===== config.mk =====
export PLATFORM = sky130hd
export DESIGN_NAME = hazard_control_unit
export DESIGN_NICKNAME = d
export VERILOG_FILES = /design/src/rtl/hazard_control_unit.sv
export SDC_FILE = /design/constraint.sdc
export NUM_CORES = 1
export LEC_CHECK = 0
export BUFFER_PORTS_ARGS = -buffer_cell sky130_fd_sc_hd__buf_2
export CAP_MARGIN = 20
export CORE_MARGIN = 10
export CORE_UTILIZATION = 55
export CTS_CLUSTER_DIAMETER = 150
export CTS_CLUSTER_SIZE = 8
export DETAILED_ROUTE_END_ITERATION = 10
export PLACE_DENSITY = 0.87
export SYNTH_ARGS = -nofsm -noshare
export SYNTH_HDL_FRONTEND = slang
export SYNTH_SLANG_ARGS = --single-unit

===== constraint.sdc =====
create_clock -name clk -period 3.1 [get_ports clk]
set_input_delay 0.465 -clock clk [delete_from_list [all_inputs] [get_ports clk]]
set_output_delay 0.465 -clock clk [all_outputs]
set_load 0.01 [all_outputs]

===== src/rtl/hazard_control_unit.sv =====
// Hazard control for a five-stage pipeline: EX operand forwarding, load-use
// interlock, control-flow flushes, a wait sequencer for multi-cycle data
// memory, and saturating stall/flush event counters.
//
// Handshake note: this block has no valid/ready pairs. Every output is a
// level that the stage registers sample on the next rising edge of clk.
module hazard_control_unit #(
    parameter int DMEM_LATENCY = 1,
    parameter int CNT_W        = 32
) (
    input  logic             clk,
    input  logic             reset,
    input  logic [4:0]       rs1D,
    input  logic [4:0]       rs2D,
    input  logic [4:0]       rs1E,
    input  logic [4:0]       rs2E,
    input  logic [4:0]       rdE,
    input  logic [1:0]       ResultSrcE,
    input  logic             PCSrcE,
    input  logic [4:0]       rdM,
    input  logic [4:0]       rdW,
    input  logic             RegWriteM,
    input  logic             RegWriteW,
    input  logic             MemAccessM,
    output logic [1:0]       ForwardAE,
    output logic [1:0]       ForwardBE,
    output logic             StallF,
    output logic             StallD,
    output logic             StallE,
    output logic             StallM,
    output logic             FlushD,
    output logic             FlushE,
    output logic             FlushW,
    output logic [CNT_W-1:0] StallCount,
    output logic [CNT_W-1:0] FlushCount
);

    typedef enum logic [1:0] {
        ST_RUN     = 2'd0,
        ST_WAIT    = 2'd1,
        ST_RELEASE = 2'd2
    } state_e;

    // Wait counter only has to hold DMEM_LATENCY-2; keep at least one bit.
    localparam int            CW        = (DMEM_LATENCY > 2) ? $clog2(DMEM_LATENCY) : 1;
    localparam logic [CW-1:0] CNT_INIT  = (DMEM_LATENCY > 2) ? CW'(DMEM_LATENCY - 2) : '0;
    localparam logic          MEM_MULTI = (DMEM_LATENCY > 1);

    state_e           state_q, state_d;
    logic [CW-1:0]    cnt_q, cnt_d;
    logic [CNT_W-1:0] stall_count_q, stall_count_d;
    logic [CNT_W-1:0] flush_count_q, flush_count_d;
    logic             mem_stall;
    logic             lw_stall;

    // EX operand forwarding: M has the younger value so it beats W; x0 never forwards.
    always_comb begin
        ForwardAE = 2'b00;
        ForwardBE = 2'b00;
        if (RegWriteM && (rdM != 5'd0) && (rdM == rs1E))      ForwardAE = 2'b10;
        else if (RegWriteW && (rdW != 5'd0) && (rdW == rs1E)) ForwardAE = 2'b01;
        if (RegWriteM && (rdM != 5'd0) && (rdM == rs2E))      ForwardBE = 2'b10;
        else if (RegWriteW && (rdW != 5'd0) && (rdW == rs2E)) ForwardBE = 2'b01;
    end

    // Load in E whose destination is read by the instruction in D.
    always_comb begin
        lw_stall = (ResultSrcE == 2'b01) && (rdE != 5'd0) && ((rdE == rs1D) || (rdE == rs2D));
    end

    // Memory-wait sequencer state and counter registers.
    always_ff @(posedge clk) begin
        if (reset) begin
            state_q <= ST_RUN;
            cnt_q   <= '0;
        end else begin
            state_q <= state_d;
            cnt_q   <= cnt_d;
        end
    end

    // Next state: RELEASE always returns to RUN so the access that just
    // finished cannot re-trigger a wait while it is still in M.
    always_comb begin
        state_d = state_q;
        cnt_d   = cnt_q;
        case (state_q)
            ST_RUN: begin
                if (MemAccessM && MEM_MULTI) begin
                    cnt_d   = CNT_INIT;
                    state_d = (DMEM_LATENCY > 2) ? ST_WAIT : ST_RELEASE;
                end
            end
            ST_WAIT: begin
                cnt_d = cnt_q - 1'b1;
                if (cnt_q == CW'(1)) state_d = ST_RELEASE;
            end
            ST_RELEASE: state_d = ST_RUN;
            default:    state_d = ST_RUN;
        endcase
    end

    // Stall/flush outputs: a memory wait freezes F..M and bubbles W, and
    // overrides load-use and redirect (both re-present once M drains).
    always_comb begin
        mem_stall = ((state_q == ST_RUN) && MemAccessM && MEM_MULTI) || (state_q == ST_WAIT);
        StallF = 1'b0;
        StallD = 1'b0;
        StallE = 1'b0;
        StallM = 1'b0;
        FlushD = 1'b0;
        FlushE = 1'b0;
        FlushW = 1'b0;
        if (!reset) begin
            if (mem_stall) begin
                StallF = 1'b1;
                StallD = 1'b1;
                StallE = 1'b1;
                StallM = 1'b1;
                FlushW = 1'b1;
            end else begin
                StallF = lw_stall;
                StallD = lw_stall;
                FlushD = PCSrcE;
                FlushE = lw_stall | PCSrcE;
            end
        end
    end

    // Saturating event counters: next values.
    always_comb begin
        stall_count_d = stall_count_q;
        flush_count_d = flush_count_q;
        if ((StallF || StallM) && (stall_count_q != '1)) stall_count_d = stall_count_q + 1'b1;
        if (FlushD && (flush_count_q != '1))             flush_count_d = flush_count_q + 1'b1;
    end

    // Counter registers.
    always_ff @(posedge clk) begin
        if (reset) begin
            stall_count_q <= '0;
            flush_count_q <= '0;
        end else begin
            stall_count_q <= stall_count_d;
            flush_count_q <= flush_count_d;
        end
    end

    assign StallCount = stall_count_q;
    assign FlushCount = flush_count_q;

endmodule


Yosys cells after proc, flatten, opt, wreduce, memory -nomap -nowiden
Index checks and enable logic that the tools add are counted.

cells by class
  bitwise gates (word level) = 2
  mux-type cells = 14
  eq/ne operators = 11
  add/sub/neg operators = 3
  reductions and logical operators = 17

operators with widths
  operator               count
  $add 32x1->32 const B  2
  $ne 32x32->1 const B   2
  $eq 5x5->1             6
  $reduce_bool 5->1      3
  $logic_and 1x1->1      10
  $mux 1                 10
  $mux 2                 3
  $eq 2x1->1 const B     2
  $pmux 2 s2             1
  $logic_not 2->1        1
  $logic_or 1x1->1       2
  $ne 2x2->1 const B     1
  $reduce_and 2->1       1
  $not 1->1              1
  $or 1x1->1             1
  $sub 1x1->1 const B    1

word-level totals
  register bits = 67
  input bits = 43
  output and inout port bits = 75

Logic depth before layout (Yosys ltp)
Gate-level depths: netlist of the first run.

  depth in word-level cells = 7
  mapped depth = 9
  depth with buffers taken out = 7

Worst setup path after synthesis of the first run
OpenSTA, ideal clock, no wires.

  path type = input to output
  start = in rdE[1]
  end = out FlushE
  arrival time = 2.071 ns
  path slack = 0.564 ns
  stages = 7
  path buffers = 2
  cells stage by stage = or4_1 > o211ai_2 > or2_1 > buf_2 > buf_2 > inv_1 > or2_2

on the way
  longest elaborated chain between the ends = 6
  elaborated cells between the ends (all ways) = 9

RTL lines
  item                                                          RTL line  text
  start, declared                                               17        input logic [4:0] rdE,
  $eq 5x5->1 / $reduce_bool 5->1 (equally long branches)        68        lw_stall = (ResultSrcE == 2'b01) && (rdE != 5'd0) && ((rdE == rs1D) || (rdE == rs2D));
  $logic_or 1x1->1 / $logic_and 1x1->1 (equally long branches)  68
  $logic_and 1x1->1 *                                           68
  $or 1x1->1 *                                                  125       FlushE = lw_stall | PCSrcE;
  $mux 1 *                                                      115       if (mem_stall) begin
  $mux 1 *                                                      114       if (!reset) begin
  end, declared                                                 32        output logic FlushE,

Every way passes the cells marked *; elsewhere a longest branch is shown, timed or not.

Worst setup path in the final report of the first run
Ends and elaborated chain as after synthesis.

==> results of run 1 <==
metrics by stage:
step                      instances  power, W  hold WS [ns]  cell area, um^2
after detailed placement        621  0.000968         0.510             4280
after global routing            637   0.00187         0.540             4510
after global placement          621  0.000962         0.491             4280
after CTS                       637   0.00182         0.503             4510
final                           637   0.00180         0.514             4510
after floorplan                 448  0.000914         0.517             3690
state kept, by name, summed over array words and instances, names as in the netlist:
signal	cells
FlushCount	32
StallCount	32
metal layers:
layer  share of wire [%]  global-route usage, %  vias up
met5                   0                      0        -
met3                 7.2                   6.07       18
met2                  52                   35.5      122
li1                    -                      -     1813
met1                  39                   21.7     1785
met4                 1.4                   5.86        0
how the worst max path moves through the flow:
stage / startpoint / endpoint / slack [ns]
after floorplan: rdE[1] / FlushE / 0.56
after global placement: rdE[1] / FlushE / 0.54
after detailed placement: rdE[1] / FlushE / 0.52
after CTS: rdE[1] / FlushE / 0.52
after global routing: rdE[1] / FlushE / 0.43
final: rdE[1] / FlushE / 0.50
cells in the mapped netlist, types with 2 or more instances:
cell type,instances
sky130_fd_sc_hd__nand3_1,18
sky130_fd_sc_hd__a31oi_1,2
sky130_fd_sc_hd__mux2_4,2
sky130_fd_sc_hd__or4_1,9
sky130_fd_sc_hd__nor3_1,8
sky130_fd_sc_hd__mux2_2,5
sky130_fd_sc_hd__clkbuf_1,12
sky130_fd_sc_hd__a21o_1,2
sky130_fd_sc_hd__xnor2_1,19
sky130_fd_sc_hd__inv_1,8
sky130_fd_sc_hd__o21ai_0,18
sky130_fd_sc_hd__or3_1,16
sky130_fd_sc_hd__nand4_2,2
sky130_fd_sc_hd__xor2_1,42
sky130_fd_sc_hd__buf_2,3
sky130_fd_sc_hd__a21oi_1,21
sky130_fd_sc_hd__and3_1,18
sky130_fd_sc_hd__and4_1,7
sky130_fd_sc_hd__dfxtp_1,64
sky130_fd_sc_hd__mux2_1,2
sky130_fd_sc_hd__buf_4,4
sky130_fd_sc_hd__nand2_1,26
sky130_fd_sc_hd__or4_4,2
sky130_fd_sc_hd__o31ai_1,5
sky130_fd_sc_hd__nor4_1,10
sky130_fd_sc_hd__nand4b_1,2
sky130_fd_sc_hd__nor2_1,54
sky130_fd_sc_hd__ha_1,2
sky130_fd_sc_hd__nor2b_1,9
sky130_fd_sc_hd__nand4_1,22
sky130_fd_sc_hd__nor3_2,5
sky130_fd_sc_hd__and2_1,10
where the power goes:
part | internal, W | total (W) | switching, W
registers | 0.000824 | 0.000828 | 0.00000364
logic | 0.0000518 | 0.000123 | 0.0000714
clock network | 0.000531 | 0.000852 | 0.000320
total | 0.00141 | 0.00180 | 0.000395
cell families after synthesis:
| logic type | Yosys count |
|---|---|
| xor gates and xnor gates | 61 |
| other | 1 |
| buffers and inverters | 28 |
| AOI/OAI and AO/OA | 55 |
| adders and majority gates | 2 |
| muxes | 10 |
| DFF | 64 |
| and+or+nand+nor | 225 |
worst register-to-register path, stage by stage (launching register included):
cell and delay, ns:
sky130_fd_sc_hd__dfxtp_1 0.43, sky130_fd_sc_hd__nand4_1 0.18, sky130_fd_sc_hd__nor3_1 0.58, sky130_fd_sc_hd__nand4_1 0.59, sky130_fd_sc_hd__and2_1 0.41, sky130_fd_sc_hd__xnor2_1 0.15
sky130_fd_sc_hd__nor2_1 0.06
layout make-up:
| class | instances | area, um^2 | area share [%] |
|---|---|---|---|
| Tap cell | 77 | 96.3 | 2.14 |
| Sequential cell | 64 | 1280 | 28.4 |
| Clock buffer | 10 | 128 | 2.83 |
| Timing Repair Buffer | 116 | 588 | 13.0 |
| Inverter | 8 | 30.0 | 0.666 |
| Clock inverter | 6 | 108 | 2.39 |
| Multi-Input combinational cell | 356 | 2280 | 50.5 |
cell usage in the layout, fill, tap and decap left out, types with 3 or more instances in the layout:
cell type and n:
sky130_fd_sc_hd__bufinv_16 3, sky130_fd_sc_hd__and3_1 18, sky130_fd_sc_hd__or4_1 9, sky130_fd_sc_hd__buf_4 3, sky130_fd_sc_hd__o31ai_1 5, sky130_fd_sc_hd__or3_1 16
sky130_fd_sc_hd__nand4_1 22, sky130_fd_sc_hd__dfxtp_1 64, sky130_fd_sc_hd__o21ai_0 18, sky130_fd_sc_hd__nor4_1 10, sky130_fd_sc_hd__a21oi_1 21, sky130_fd_sc_hd__nand2_1 26
sky130_fd_sc_hd__and4_1 7, sky130_fd_sc_hd__and2_1 10, sky130_fd_sc_hd__buf_2 113, sky130_fd_sc_hd__nand3_1 18, sky130_fd_sc_hd__inv_1 8, sky130_fd_sc_hd__nor2b_1 9
sky130_fd_sc_hd__mux2_2 5, sky130_fd_sc_hd__clkbuf_8 9, sky130_fd_sc_hd__nor3_2 5, sky130_fd_sc_hd__xnor2_1 19, sky130_fd_sc_hd__conb_1 3, sky130_fd_sc_hd__xor2_1 42
sky130_fd_sc_hd__nor2_1 54, sky130_fd_sc_hd__nor3_1 8
==> impl_metrics.csv, run 1 <==
group,metric,value,unit
grt,grt.total_usage,19.7,%
route,initialDrtViolationCount,166,
die,floorplan.initialDensity,57.4,%
logic_synthesis,synth_enable_flop_cells,0,
grt,grt_pass1_wl,16.7,mm
sta,rsz0062_at_grt,"false",
clock_tree,clkLatencyLatePin,0.34,ns
route,drc,0,
route,post_drt_via_cell_ratio,5.87,
power,power.ir.vdd_worst,0.350,mV
setup_path,timing.setup.critical_path_class,"input pin to output pin",
status,status,"finished, final reports clean",
setup_path,path_cells,"buf_2 -> or4_1 -> o211ai_2 -> or2_1 -> inv_1 -> or2_2 -> buf_2",
clock_tree,cts_setup_buffers,0,
logic_synthesis,fraction_of_synthesized_cell_area_taken_by_the_top_area_cell_type,34.8,%
setup_path,cp.buffers_inverters,3,
min_path,hold_start,"PCSrcE",
layout,insertedDiodeCount,0,
setup_path,timing.rr.start,"FlushCount[29]",
sta,maximum_achievable_frequency,0.385,GHz
clock_tree,root_buffer,"sky130_fd_sc_hd__clkbuf_8",
logic_synthesis,synth_top_cells_by_area,"sky130_fd_sc_hd__dfxtp_1, sky130_fd_sc_hd__xor2_1, sky130_fd_sc_hd__nor2_1",
layout,utilization_of_the_core_after_routing,70.2,%
setup_path,timing.critical_path.from_type,"input pin",
die,placementRows,29,
route,detail_route.wl_per_cell,16.4,um
placement,gp_congestion,0.940,
logic_synthesis,synth.yosys.warnings,0,
sta,final.period_utilization,83.8,%
route,drt_first_pass_iters,5,
sta,worst_pin_slew,0.650,ns
min_path,timing.hold.worst_path_depth,4,
layout,nets,600,
sta,report.final.slew_viol_count,0,
clock_tree,total_number_of_clock_tree_sinks,64,
grt,grt-ovfl-total,0,
setup_path,worst-r2r-cell-count,6,
die,ioPinCount,118,
flow_run,max_cap_viol_count,0,
logic_synthesis,post_synth_xor_area_fraction,14.5,%
placement,place.port_buffers,113,
layout,drive_gt1_share,27.1,%
placement,placement.setup.worst_slack,0.519,ns
route,route.vias.total,3738,
logic_synthesis,yosys.area_share.simple,34.3,%
clock_tree,cts_buffers,9,
setup_path,timing.critical_path.slowest_cell_delay,0.53,ns
setup_path,top_cell_by_count_worst_path,"sky130_fd_sc_hd__buf_2",
setup_path,end_kind,"output pin",
setup_path,critPathMaxFanout,5,
die,dieWidth,102,um
layout,synthToLayoutAreaGrowth,22.4,%
setup_path,cell_type_group_with_the_largest_total_delay_on_the_critical_path,"simple AND/OR/NAND/NOR gates",
clock_tree,htree_num_levels,3,
logic_synthesis,post_synth.cell_area_avg,8.26,um^2
power,leakagePower,1.90,nW
logic_synthesis,synth_top_cell_by_area,"sky130_fd_sc_hd__dfxtp_1",
route,final_antenna_net_count,0,
logic_synthesis,adder_cell_share_of_the_synthesized_area,0.679,%
logic_synthesis,synth_mux_area_share,3.23,%
setup_path,worst-path-stages,7,
logic_synthesis,ys_dominant_reg_cell,"sky130_fd_sc_hd__dfxtp_1",
layout,fillerInstances,531,
grt,antenna_found_initial,0,
sta,final.setup_skew,0.00894,ns
power,power_per_cell_area,400,nW/um^2
sta,tns,0,ns
clock_tree,path_clk_slew,0.07,ns
setup_path,regToRegSetupSlack,0.58,ns
clock_tree,worst_case_clock_buffer_depth,2,
sta,finalWorstPathRequiredPeriod,2.60,ns
logic_synthesis,synthCells,446,
grt,first_global_vias,3547,
clock_tree,holdBufCountCts,0,
die,core,6420,um^2
sta,maxSlewHeadroom,56.3,%
die,die_area,10400,um^2
logic_synthesis,yosys.cell_types.count,49,
logic_synthesis,postSynth.asyncResetShare,0,%
die,height_of_the_die,102,um
grt,grt_start_max_net_pins,55,
setup_path,slowest_stage,"sky130_fd_sc_hd__or4_1",
logic_synthesis,synth.cell_area,3680,um^2
sta,final_hold_vio_count,0,
logic_synthesis,synth_seq_area_share,34.8,%
sta,final.setup.worst_slack,0.504,ns
clock_tree,post_cts_resize_count,0,
logic_synthesis,synth_top_family_by_area,"simple AND/OR/NAND/NOR gates",
setup_path,worst_ep_arrival_time,2.13,ns
sta,setup_violations,0,
min_path,hp-class,"input pin to flop",
setup_path,crit_required,2.63,ns
clock_tree,cts_tree,"built",
route,wirelength,10.4,mm
placement,detailedPlacementHpwl,7.90,mm
logic_synthesis,synth_seq_cells,64,
logic_synthesis,synth_compound_area_share,8.86,%
min_path,whs_endpoint,"FlushCount[6]",
setup_path,timing.rr.end,"FlushCount[0]",
(Power assumes the default switching activity.)
==> run 2: changes to the inputs <==
--- a/config.mk
+++ b/config.mk
@@ -5,14 +5,15 @@
 export SDC_FILE = /design/constraint.sdc
 export NUM_CORES = 1
 export LEC_CHECK = 0
+export ABC_AREA = 1
 export BUFFER_PORTS_ARGS = -buffer_cell sky130_fd_sc_hd__buf_2
 export CAP_MARGIN = 20
 export CORE_MARGIN = 10
-export CORE_UTILIZATION = 55
+export CORE_UTILIZATION = 49
 export CTS_CLUSTER_DIAMETER = 150
 export CTS_CLUSTER_SIZE = 8
 export DETAILED_ROUTE_END_ITERATION = 10
-export PLACE_DENSITY = 0.87
+export PLACE_DENSITY = 0.79
 export SYNTH_ARGS = -nofsm -noshare
 export SYNTH_HDL_FRONTEND = slang
 export SYNTH_SLANG_ARGS = --single-unit
==> constraint.sdc (replaced) <==
create_clock -name clk -period 2.1 [get_ports clk]
set_input_delay 0.315 -clock clk [delete_from_list [all_inputs] [get_ports clk]]
set_output_delay 0.315 -clock clk [all_outputs]
set_load 0.01 [all_outputs]
==> impl_metrics.csv, run 2 <==
group,metric,value,unit
status,status,"finished, final reports clean",
setup_path,path_cells,"ha_1 -> inv_1 -> nor2_4 -> nand2_2 -> nor2_4 -> nand3_4 -> buf_4 -> nand2_1 -> nor2_1 -> nand2_1 -> nand2_1 -> nor2_1",
die,height_of_the_die,119,um
sta,rsz0062_at_grt,"false",
power,power_per_cell_area,467,nW/um^2
logic_synthesis,adder_cell_share_of_the_synthesized_area,0.524,%
logic_synthesis,synth.yosys.warnings,0,
setup_path,timing.critical_path.slowest_cell_delay,0.42,ns
layout,synthToLayoutAreaGrowth,19.6,%
route,wirelength,14.0,mm
grt,grt_pass1_wl,22.8,mm
logic_synthesis,synth_top_cell_by_area,"sky130_fd_sc_hd__dfxtp_1",
clock_tree,cts_tree,"built",
flow_run,max_cap_viol_count,0,
route,drc,0,
logic_synthesis,synth_seq_area_share,26.8,%
logic_synthesis,yosys.area_share.simple,47.2,%
setup_path,end_kind,"flop",
logic_synthesis,synth_compound_area_share,8.36,%
route,final_antenna_net_count,0,
layout,drive_gt1_share,22.6,%
route,detail_route.wl_per_cell,13.7,um
setup_path,slowest_stage,"sky130_fd_sc_hd__dfxtp_1",
route,wl_met1,5.85,mm
setup_path,timing.critical_path.from_type,"flop",
sta,worst_pin_slew,0.652,ns
sta,final.setup_skew,0.0141,ns
setup_path,timing.setup.critical_path_class,"flop to flop",
route,met3WireLength,955,um
logic_synthesis,synth_seq_cells,64,
sta,tns,0,ns
layout,nets,936,
clock_tree,worst_case_clock_buffer_depth,2,
placement,dpl.cell_count,1005,
layout,layout.cells.most_common_list,"sky130_fd_sc_hd__nand2_1, sky130_fd_sc_hd__nor2_1, sky130_fd_sc_hd__buf_2",
route,metal2_wl,6.90,mm
layout,fillerInstances,954,
logic_synthesis,synth_top_cells_by_area,"sky130_fd_sc_hd__dfxtp_1, sky130_fd_sc_hd__nand2_1, sky130_fd_sc_hd__nor2_1",
logic_synthesis,synthCells,772,
placement,detailedPlacementHpwl,10.7,mm
clock_tree,root_buffer,"sky130_fd_sc_hd__clkbuf_8",
clock_tree,cts_buffers,9,
clock_tree,total_number_of_clock_tree_sinks,64,
logic_synthesis,synth_mux_area_share,0,%
logic_synthesis,postSynth.asyncResetShare,0,%
die,dieWidth,119,um
die,ioPinCount,118,
clock_tree,htree_num_levels,3,
logic_synthesis,synth_enable_flop_cells,0,
logic_synthesis,yosys.cell_types.count,37,
layout,insertedDiodeCount,0,
power,power.ir.vdd_worst,0.281,mV
power,leakagePower,2.27,nW
route,route.vias.total,5161,
min_path,hp-class,"flop to flop",
setup_path,worst_ep_arrival_time,2.22,ns
sta,setup_violations,0,
placement,gp_congestion,0.954,
logic_synthesis,synthMostInstantiatedCell,"sky130_fd_sc_hd__nand2_1",
logic_synthesis,post_synth_xor_area_fraction,9.35,%
sta,report.final.slew_viol_count,0,
logic_synthesis,post_synth.cell_area_avg,6.19,um^2
logic_synthesis,synth.cell_area,4780,um^2
grt,grt.total_usage,19.1,%
die,floorplan.initialDensity,51.0,%
route,maxUsedRoutingLayer,"met4",
sta,final.period_utilization,91.9,%
route,post_drt_via_cell_ratio,5.04,
sta,maxSlewHeadroom,56.5,%
logic_synthesis,ys_dominant_reg_cell,"sky130_fd_sc_hd__dfxtp_1",
layout,layout.cells.non_filler,1024,
placement,place.port_buffers,113,
grt,grt_start_max_net_pins,52,
logic_synthesis,synth_top_family_by_area,"simple AND/OR/NAND/NOR gates",
placement,postPlaceCellArea,5440,um^2
grt,first_global_vias,4875,
layout,layout_commonest_cell,"sky130_fd_sc_hd__nand2_1",
setup_path,crit_required,2.39,ns
die,die_area,14100,um^2
clock_tree,clkLatencyLatePin,0.35,ns
clock_tree,path_clk_slew,0.07,ns
grt,antenna_found_initial,0,
die,placementRows,35,
logic_synthesis,fraction_of_synthesized_cell_area_taken_by_the_top_area_cell_type,26.8,%
grt,grt-ovfl-total,0,
route,initialDrtViolationCount,349,
die,core,9370,um^2
sta,final_hold_vio_count,0,
route,drt_first_pass_iters,5,
layout,postLayoutCellArea,5710,um^2
sta,maximum_achievable_frequency,0.518,GHz
setup_path,critPathMaxFanout,8,
logic_synthesis,top_cell_types_by_occurrence_after_synthesis,"sky130_fd_sc_hd__nand2_1, sky130_fd_sc_hd__nor2_1, sky130_fd_sc_hd__dfxtp_1",
setup_path,top_cell_by_count_worst_path,"sky130_fd_sc_hd__nand2_1",
sta,finalWorstPathRequiredPeriod,1.93,ns
## run 2: path summary, 6_finish.rpt
kind | from | to | slack [ns] | cells past startpoint
worst max-delay path | StallCount[0] | StallCount[20] | 0.17 | 12
worst min-delay path | FlushCount[31] | FlushCount[31] | 0.50 | 2
worst max register to register | StallCount[0] | StallCount[20] | 0.17 | 12
worst min register to register | FlushCount[31] | FlushCount[31] | 0.50 | 2
## run 2: critical path, delay by kind of cell (launching register included)
kind,cells,cell delay [ns]
fa+ha+maj,1,0.25
flops,1,0.42
buf+inv,2,0.32
simple gates,9,0.88
## run 2: final cells by class
cell class / instances / area [um^2] / area share (%)
clock buffers: 12 / 155 / 2.72
clock inverters: 3 / 65.1 / 1.14
inverters: 50 / 188 / 3.29
multi-input cells: 638 / 3170 / 55.4
well taps: 129 / 161 / 2.83
flip-flops and latches: 64 / 1280 / 22.4
repair buffers: 128 / 694 / 12.2
## run 2: power breakdown
part	switching, W	internal [W]
registers	0.00000390	0.00122
logic	0.000136	0.0000864
clock network	0.000496	0.000726
total	0.000636	0.00203
## run 2: metrics by stage
stage	total power (W)	hold slack [ns]	utilization [%]	setup slack [ns]
after floorplan	0.00139	0.511	-	0.351
after global placement	0.00146	0.486	58.0	0.00941
after detailed placement	0.00147	0.490	58.0	0.00302
after CTS	0.00268	0.465	60.4	0.00496
after global routing	0.00277	0.523	60.9	0.0208
final	0.00267	0.499	60.9	0.170
## run 2: routing by layer
layer	global-route usage [%]	up-vias
met5	0	-
met4	7.10	0
met3	4.71	25
met2	34.1	175
met1	21.2	2295
li1	-	2666
## run 2: logic make-up after synthesis
| logic type | count (synthesis) |
|---|---|
| AND/OR/NAND/NOR | 519 |
| buffers and inverters | 73 |
| flip-flops | 64 |
| AO/OA/AOI/OAI | 62 |
| XOR/XNOR | 51 |
| adder cells (fa/ha/maj) | 2 |
| other | 1 |
## run 2: repair_timing
| action | 4_1_cts | 5_1_grt |
|---|---|---|
| resized for setup | 0 | 3 |
| endpoints found under the setup margin | 0 | 29 |
| hold buffers | 0 | 0 |
| buffers inserted | 0 | 2 |
==> run 3: changes to the inputs <==
--- a/config.mk
+++ b/config.mk
@@ -13,7 +13,7 @@
 export CTS_CLUSTER_DIAMETER = 150
 export CTS_CLUSTER_SIZE = 8
 export DETAILED_ROUTE_END_ITERATION = 10
-export PLACE_DENSITY = 0.79
+export PLACE_DENSITY_LB_ADDON = 0.25
 export SYNTH_ARGS = -nofsm -noshare
 export SYNTH_HDL_FRONTEND = slang
 export SYNTH_SLANG_ARGS = --single-unit
==> impl_metrics.csv, run 3 (same netlist as run 2, synthesis figures left out) <==
group,metric,value,unit
placement,postPlaceCellArea,5440,um^2
power,leakagePower,2.26,nW
flow_run,max_cap_viol_count,0,
route,wirelength,14.0,mm
layout,layout.cells.most_common_list,"sky130_fd_sc_hd__nand2_1, sky130_fd_sc_hd__nor2_1, sky130_fd_sc_hd__buf_2",
grt,first_global_vias,5060,
route,drt_first_pass_iters,5,
route,drc,0,
route,initialDrtViolationCount,298,
clock_tree,cts_tree,"built",
setup_path,worst-r2r-cell-count,9,
sta,final.setup_skew,0.0126,ns
power,pwr-share-comb,8.1,%
route,detail_route.wl_per_cell,13.7,um
setup_path,cp.buffers_inverters,1,
sta,tns,0,ns
layout,multi_input_area,3140,um^2
placement,gp_congestion,0.958,
sta,finalWorstPathRequiredPeriod,1.92,ns
setup_path,critPathMaxFanout,26,
grt,grt.total_usage,19.3,%
setup_path,path_cells,"ha_1 -> inv_1 -> nor2_4 -> nand2_2 -> nor2_4 -> nand3_4 -> nand3_4 -> nand2_1 -> a21oi_2",
die,dieWidth,119,um
setup_path,regToRegSetupSlack,0.18,ns
die,height_of_the_die,119,um
setup_path,critPathLaunch,"StallCount[1]",
power,switching_power,0.000677,W
sta,report.final.slew_viol_count,0,
sta,final.period_utilization,91.5,%
power,power.share.switching,24.9,%
sta,final.setup.worst_slack,0.179,ns
setup_path,timing.setup.critical_path_class,"flop to flop",
layout,drive_gt1_share,22.3,%
clock_tree,root_buffer,"sky130_fd_sc_hd__clkbuf_8",
setup_path,timing.critical_path.slowest_cell_delay,0.41,ns
clock_tree,total_number_of_clock_tree_sinks,64,
power,power_per_cell_area,480,nW/um^2
placement,placement.setup.worst_slack,0.200,ns
clock_tree,cts_setup_buffers,0,
clock_tree,cts_buffers,9,
status,status,"finished, final reports clean",
clock_tree,htree_num_levels,3,
grt,antenna_found_initial,0,
die,ioPinCount,118,
die,floorplan.initialDensity,51.0,%
setup_path,worst_ep_arrival_time,2.20,ns
min_path,hp-class,"input pin to flop",
setup_path,cell_type_group_with_the_largest_total_delay_on_the_critical_path,"simple AND/OR/NAND/NOR gates",
power,power.ir.vdd_worst,0.320,mV
setup_path,end_kind,"flop",
layout,synthToLayoutAreaGrowth,18.8,%
power,clkPwrFrac,47.1,%
clock_tree,path_clk_slew,0.08,ns
clock_tree,post_cts_resize_count,0,
power,seq_power_share,44.8,%
setup_path,crit_required,2.38,ns
layout,layout_commonest_cell,"sky130_fd_sc_hd__nand2_1",
sta,rsz0062_at_grt,"false",
sta,maximum_achievable_frequency,0.521,GHz
layout,nets,932,
route,route.vias.total,5189,
die,core,9370,um^2
setup_path,timing.critical_path.from_type,"flop",
clock_tree,holdBufCountCts,0,
sta,setup_violations,0,
layout,postLayoutCellArea,5670,um^2
setup_path,timing.rr.end,"StallCount[11]",
die,placementRows,35,
placement,place.port_buffers,113,
sta,worst_pin_slew,0.646,ns
setup_path,timing.rr.start,"StallCount[1]",
grt,grt_start_max_net_pins,38,
clock_tree,worst_case_clock_buffer_depth,2,
route,post_drt_via_cell_ratio,5.08,
layout,fillerInstances,944,
die,die_area,14100,um^2
setup_path,timing_endpoint_of_the_critical_path,"StallCount[11]",
grt,grt-ovfl-total,0,
layout,utilization_of_the_core_after_routing,60.5,%
layout,sequential_cell_area,1280,um^2
sta,maxSlewHeadroom,56.6,%
layout,insertedDiodeCount,0,
route,final_antenna_net_count,0,
sta,final_hold_vio_count,0,
placement,detailedPlacementHpwl,11.2,mm
setup_path,worst-path-stages,9,
setup_path,slowest_stage,"sky130_fd_sc_hd__dfxtp_1",
grt,grt_pass1_wl,23.4,mm
power,internal_power,0.00205,W
clock_tree,clkLatencyLatePin,0.34,ns
[run 3: cell count changes in the layout (fill, tap and decap cells not counted)]
cell | previous run | this run
sky130_fd_sc_hd__nand3_4 | 3 | 2
sky130_fd_sc_hd__buf_4 | 13 | 11
sky130_fd_sc_hd__nor2_2 | 9 | 8
sky130_fd_sc_hd__nor2_1 | 125 | 126
sky130_fd_sc_hd__clkinv_4 | 0 | 1
sky130_fd_sc_hd__inv_6 | 0 | 2
sky130_fd_sc_hd__nand2_8 | 1 | 0
sky130_fd_sc_hd__buf_6 | 1 | 0
sky130_fd_sc_hd__clkbuf_1 | 1 | 0
sky130_fd_sc_hd__nand2_4 | 0 | 1
sky130_fd_sc_hd__clkinv_2 | 1 | 0
[run 3: power groups by stage]
stage	combinational [W]	clock, W	sequential, W
final	0.000222	0.00128	0.00122
after global routing	0.000250	0.00136	0.00122
after CTS	0.000224	0.00130	0.00122
after detailed placement	0.000223	0	0.00125
after global placement	0.000213	0	0.00125
after floorplan	0.000139	0	0.00125
[run 3: how the worst min path moves through the flow]
stage | startpoint | slack, ns | endpoint | cells after the start
after floorplan | FlushCount[20] | 0.51 | FlushCount[20] | 2
after global placement | FlushCount[31] | 0.48 | FlushCount[31] | 2
after detailed placement | FlushCount[31] | 0.49 | FlushCount[31] | 2
after CTS | reset | 0.46 | FlushCount[24] | 5
after global routing | ResultSrcE[1] | 0.51 | StallCount[3] | 6
final | reset | 0.47 | FlushCount[24] | 5
[run 3: metal layers]
| metal | wire length (um) | track usage, % |
|---|---|---|
| met1 | 5670 | 21.1 |
| met5 | 0 | 0 |
| met2 | 7210 | 35.8 |
| met3 | 917 | 4.38 |
| met4 | 233 | 5.73 |
[run 3: stage by stage]
| step | instances | hold WS [ns] | total power, W |
|---|---|---|---|
| global route | 1021 | 0.515 | 0.00283 |
| CTS | 1021 | 0.464 | 0.00274 |
| floorplan | 774 | 0.511 | 0.00139 |
| finish | 1021 | 0.469 | 0.00272 |
| detailed placement | 1005 | 0.490 | 0.00147 |
| global placement | 1005 | 0.485 | 0.00146 |
[run 3: worst min-delay path: cells and delay by family]
kind | cells | cell delay, ns
simple gates | 4 | 0.31
buf+inv | 1 | 0.14
[run 3: final cells by class]
| class | count | area share [%] |
|---|---|---|
| Tap cell | 129 | 2.84 |
| Inverter | 50 | 3.31 |
| Clock inverter | 5 | 1.52 |
| Timing Repair Buffer | 125 | 11.8 |
| Clock buffer | 11 | 2.67 |
| Multi-Input combinational cell | 637 | 55.3 |
| Sequential cell | 64 | 22.6 |
